--- config.mk ---
export PLATFORM = sky130hd
export DESIGN_NAME = scc_mem_dump
export DESIGN_NICKNAME = d
export VERILOG_FILES = /design/src/rtl/scc_mem_dump.sv
export SDC_FILE = /design/constraint.sdc
export NUM_CORES = 1
export LEC_CHECK = 0
export ABC_AREA = 1
export CORE_UTILIZATION = 30
export CTS_BUF_LIST = sky130_fd_sc_hd__clkbuf_16
export DETAILED_ROUTE_END_ITERATION = 8
export GPL_ROUTABILITY_DRIVEN = 0
export SYNTH_ARGS = -nofsm -noshare
export SYNTH_HDL_FRONTEND = slang
export SYNTH_SLANG_ARGS = --single-unit
--- constraint.sdc ---
create_clock -name clk -period 1.6 [get_ports clk]
set_clock_uncertainty 0.05 [all_clocks]
set_input_delay 0.4 -clock clk [delete_from_list [all_inputs] [get_ports clk]]
set_output_delay 0.4 -clock clk [all_outputs]
set_load 0.03 [all_outputs]
--- src/rtl/scc_mem_dump.sv ---
// Post-halt data-memory dump engine: on a halt_f rising edge, reads a window of
// data memory one word at a time and streams {addr, data, last} over valid/ready.
module scc_mem_dump #(
  parameter int ADDR_W     = 14,
  parameter int DATA_W     = 32,
  parameter int BASE_ADDR  = 0,
  parameter int WORD_COUNT = 16384
) (
  input  logic              clk,
  input  logic              rst,
  input  logic              clk_en,
  input  logic              halt_f,
  output logic              mem_rd_en,
  output logic [ADDR_W-1:0] mem_rd_addr,
  input  logic [DATA_W-1:0] mem_rd_data,
  output logic              dump_valid,
  input  logic              dump_ready,
  output logic [ADDR_W-1:0] dump_addr,
  output logic [DATA_W-1:0] dump_data,
  output logic              dump_last,
  output logic              busy,
  output logic              done
);

  localparam logic [ADDR_W-1:0] LP_BASE  = ADDR_W'(BASE_ADDR);
  localparam logic [ADDR_W:0]   LP_COUNT = (ADDR_W+1)'(WORD_COUNT);

  typedef enum logic [2:0] {
    S_IDLE,
    S_ISSUE,
    S_CAPTURE,
    S_OUT,
    S_DONE
  } state_t;

  state_t              r_state;
  state_t              w_state_nxt;
  logic                r_halt_q;
  logic [ADDR_W-1:0]   r_addr;
  logic [ADDR_W:0]     r_remaining;
  logic [ADDR_W-1:0]   r_dump_addr;
  logic [DATA_W-1:0]   r_dump_data;
  logic                r_dump_last;
  logic                w_start;

  assign w_start = halt_f & ~r_halt_q;

  always_comb begin
    w_state_nxt = r_state;
    case (r_state)
      S_IDLE:    if (w_start) w_state_nxt = S_ISSUE;
      S_ISSUE:   w_state_nxt = S_CAPTURE;
      S_CAPTURE: w_state_nxt = S_OUT;
      S_OUT:     if (dump_ready) w_state_nxt = r_dump_last ? S_DONE : S_ISSUE;
      S_DONE:    if (!halt_f) w_state_nxt = S_IDLE;
      default:   w_state_nxt = S_IDLE;
    endcase
  end

  // Every register, including the halt edge detector, freezes while clk_en is low.
  always_ff @(posedge clk or negedge rst) begin
    if (!rst) begin
      r_state     <= S_IDLE;
      r_halt_q    <= 1'b0;
      r_addr      <= '0;
      r_remaining <= '0;
      r_dump_addr <= '0;
      r_dump_data <= '0;
      r_dump_last <= 1'b0;
    end else if (clk_en) begin
      r_state  <= w_state_nxt;
      r_halt_q <= halt_f;
      case (r_state)
        S_IDLE: begin
          if (w_start) begin
            r_addr      <= LP_BASE;
            r_remaining <= LP_COUNT;
          end
        end
        S_CAPTURE: begin
          r_dump_data <= mem_rd_data;
          r_dump_addr <= r_addr;
          r_dump_last <= (r_remaining == (ADDR_W+1)'(1));
        end
        S_OUT: begin
          if (dump_ready && !r_dump_last) begin
            r_addr      <= r_addr + ADDR_W'(1);
            r_remaining <= r_remaining - (ADDR_W+1)'(1);
          end
        end
        default: ;
      endcase
    end
  end

  // Read address is forced to zero outside ISSUE so idle/reset outputs are clean.
  assign mem_rd_en   = (r_state == S_ISSUE);
  assign mem_rd_addr = (r_state == S_ISSUE) ? r_addr : '0;
  assign dump_valid  = (r_state == S_OUT);
  assign dump_addr   = r_dump_addr;
  assign dump_data   = r_dump_data;
  assign dump_last   = r_dump_last;
  assign busy        = (r_state == S_ISSUE) || (r_state == S_CAPTURE) || (r_state == S_OUT);
  assign done        = (r_state == S_DONE);

endmodule

==> metrics <==
met3 usage 0.03954; Mean Syn Cell Area 8.758 µm²; NetSw around 0.0051 W; Final Hold Slack 0.4287 ns; R2R cell count 11; die width 115.1 µm; Data arrival, critical path approximately 1.4 ns; final period utilization 1.168; cell row count 40; layout cells sized above 1 0.2744; Worst setup EP type primary output; crit-path max cell delay 0.42 ns; Initial Util 0.3129; initial antenna violation count 0; Layout area overhead 62.04%; critical path fanouts, max 8; vias in the first global route 3295; Die Y about 120 µm; Crit Reg-Reg Endpoint r_remaining[14]$_DFFE_PN0P_; vias per inst 4.664; Tightest Hold Check Type flop to flop; CP required 1.15 ns; type of origin of the critical path flop; Final Instance Area just over 0.006 mm²; crit-path leading delay family buffers and inverters; sw frac 0.4256; dpl hpwl 6996 µm; Synth Warn # 0; CTS Buf Count 9; Post-synth ARST share 1.000; r2r startpoint r_state[2]$_DFFE_PN0P_; busiest layer in global routing met2; worst slew pin tran between 0.3 and 0.4 ns; Peak VDD IR 0.5617 mV; largest net degree at the start of global routing 32; CTS tree yes; Synth cell types 26; cell-internal power 0.006821 W; Worst Path Buf+Inv 3; Worst-path clk slew approximately 0.06 ns; total core area 0.01226 mm²; Comb power frac 0.564; dominant synthesized flop cell dfrtp_1; area leader, netlist dfrtp_1; final wirelength about 11000 µm; Clock Latency Late Sink ~0.33 ns; Area contributors post-synth dfrtp_1 (52%), nand2_1 (11%), mux2_2 (9.4%); via count 3554; clock buffer depth 2; H-tree depth 3; failing checks setup timing; Port Buffers 101; GRT Total Usage 0.1586; RSZ-0062 raised after global routing yes; post-synthesis cell area about 0.0038 mm²; Post-Synthesis Cells 438; Cell Area, Placed 0.005266 mm²; final setup margin -0.2694 ns; Leak 2.849 nW; Top Ports just over 100; DR iter-0 viols 244; drt pass-1 iters 4; fin crit period 1.869 ns; Clock power frac 0.168; ant diodes 0; CP cell instances inv_2 > nand3_4 > buf_12 > nor2_4 > buf_6; met1 GRT Util 0.1985; FF+latch count, synth 80; pwr dens 1910 mW/mm²; flop2flop setup slack -0.21 ns; Post-route DRC 0; Final ANT Viol Nets 0; MaxCap Viol Count 0; Yosys top cell area share 0.5219; Flop pwr share 0.268; worst setup path start r_state[2]$_DFFE_PN0P_; first-pass GRT wire length 16340 µm; met2 Resource Use GR 0.2627; CP endpoint mem_rd_addr[9]; sequential area share after synthesis 0.5219; final count of negative-setup-slack endpoints 94; status finished, violations left; clk sinks 80; critical path's slowest cell dfrtp_1; Post-synth EDFFs 0; routed len/inst between 10 and 15 µm; Die ar. 0.01324 mm²; final hold violations 0; gr ovfl total 0; CTS root buf clkbuf_16; Synth top cells by count nand2_1 (114), dfrtp_1 (80), nor2_1 (55); Final nets roughly 630; Rel. slew slack 0.7527; cell depth of the worst setup path 5; crit path kind flop to primary output; Final Max Slew Viols 0; Syn Nets 478; count leader, synth nand2_1; Achievable Freq 534.9 MHz
==> area by class of cell <==
cell class                      instances  area (µm²)
Fill cell                            1088        6046
Sequential cell                        80        2003
Tap cell                              168       210.2
Inverter                               33       143.9
Clock buffer                            9       225.2
Clock inverter                          7       63.81
Multi-Input combinational cell        311        1867
Timing Repair Buffer                  154        1703
==> what timing repair did <==
item | CTS | global route
hold endpoints to repair | 23 | 0
gates cloned | 3 | 10
endpoints found under the setup margin | 65 | 93
setup buffers | 6 | 6
hold buffers | 1 | 0
resized for setup | 99 | 47
pin swaps | 3 | 7
==> registers in the layout (all words and copies together) (netlist names) <==
| signal | count |
|---|---|
| dump_addr | 14 |
| dump_data | 32 |
| dump_last | 1 |
| r_addr | 14 |
| r_halt_q | 1 |
| r_remaining | 15 |
| r_state | 3 |
==> worst min-delay path by stage <==
stage                                   from                        end  slack [ns]  cells after the start
floorplan                                rst   dump_addr[0]$_DFFE_PN0P_        0.05                      0
finish              dump_addr[9]$_DFFE_PN0P_   dump_addr[9]$_DFFE_PN0P_        0.43                      2
CTS                 dump_addr[1]$_DFFE_PN0P_   dump_addr[1]$_DFFE_PN0P_        0.44                      2
detailed placement                       rst  dump_data[30]$_DFFE_PN0P_        0.29                      1
global placement                         rst  dump_data[30]$_DFFE_PN0P_        0.29                      1
global route        dump_addr[9]$_DFFE_PN0P_   dump_addr[9]$_DFFE_PN0P_        0.45                      2
==> routing by layer <==
metal	vias to the layer above	share of wire
li1	1748	-
met2	102	0.48
met1	1689	0.44
met4	0	0.020
met3	15	0.058
met5	-	0
==> metrics by stage <==
stage	setup slack, ns	TNS (ns)	power [W]	util	std cells
floorplan	-0.06411	-0.5861	0.006693	-	438
global placement	-0.2109	-11.78	0.008814	0.4295	720
detailed placement	-0.2574	-13.95	0.008946	0.4295	720
CTS	-0.2560	-5.390	0.01121	0.4753	746
global route	-0.3226	-19.04	0.01262	0.5069	762
finish	-0.2694	-11.49	0.01187	0.5069	762
==> worst register-to-register path, cell delays in order (launching register included) <==
cell and delay, ns:
dfrtp_1 0.42, buf_4 0.15, buf_6 0.11, nor2_4 0.10, nand2_1 0.13, nand2_2 0.10
nand2_4 0.11, nand2_8 0.15, clkinv_8 0.09, buf_12 0.14, nand2_1 0.05, nand3_1 0.09
==> power by group through the flow <==
| stage | clock network, W | logic [W] | registers, W |
|---|---|---|---|
| detailed placement | 0 | 0.00574 | 0.00321 |
| CTS | 0.00205 | 0.00600 | 0.00317 |
| floorplan | 0 | 0.00254 | 0.00415 |
| global placement | 0 | 0.00564 | 0.00317 |
| global route | 0.00213 | 0.00722 | 0.00328 |
| finish | 0.00199 | 0.00669 | 0.00319 |
==> kinds of logic (layout without fill, tap and decap cells) <==
kind of cell / after synthesis / in the layout / synth area share
adder cells (fa/ha/maj): 3 / 3 / 0.009786
buffers and inverters: 48 / 203 / 0.05577
flip-flops: 80 / 80 / 0.5219
AO/OA/AOI/OAI: 50 / 50 / 0.06980
XOR/XNOR: 2 / 2 / 0.004567
AND/OR/NAND/NOR: 223 / 224 / 0.2443
multiplexers: 32 / 32 / 0.09393
==> layout by cell type (no fill, tap or decap), types with 8 or more instances in the layout <==
master / instances
buf_12: 8
buf_4: 24
buf_6: 29
clkbuf_16: 16
clkdlybuf4s50_1: 35
dfrtp_1: 79
dlygate4sd2_1: 46
inv_1: 30
mux2_2: 32
nand2_1: 109
nand3_1: 31
nand4_1: 11
nor2_1: 36
nor2_4: 17
o21ai_0: 21
o21ai_1: 16
Note: power is estimated with default switching activity, not from simulation.
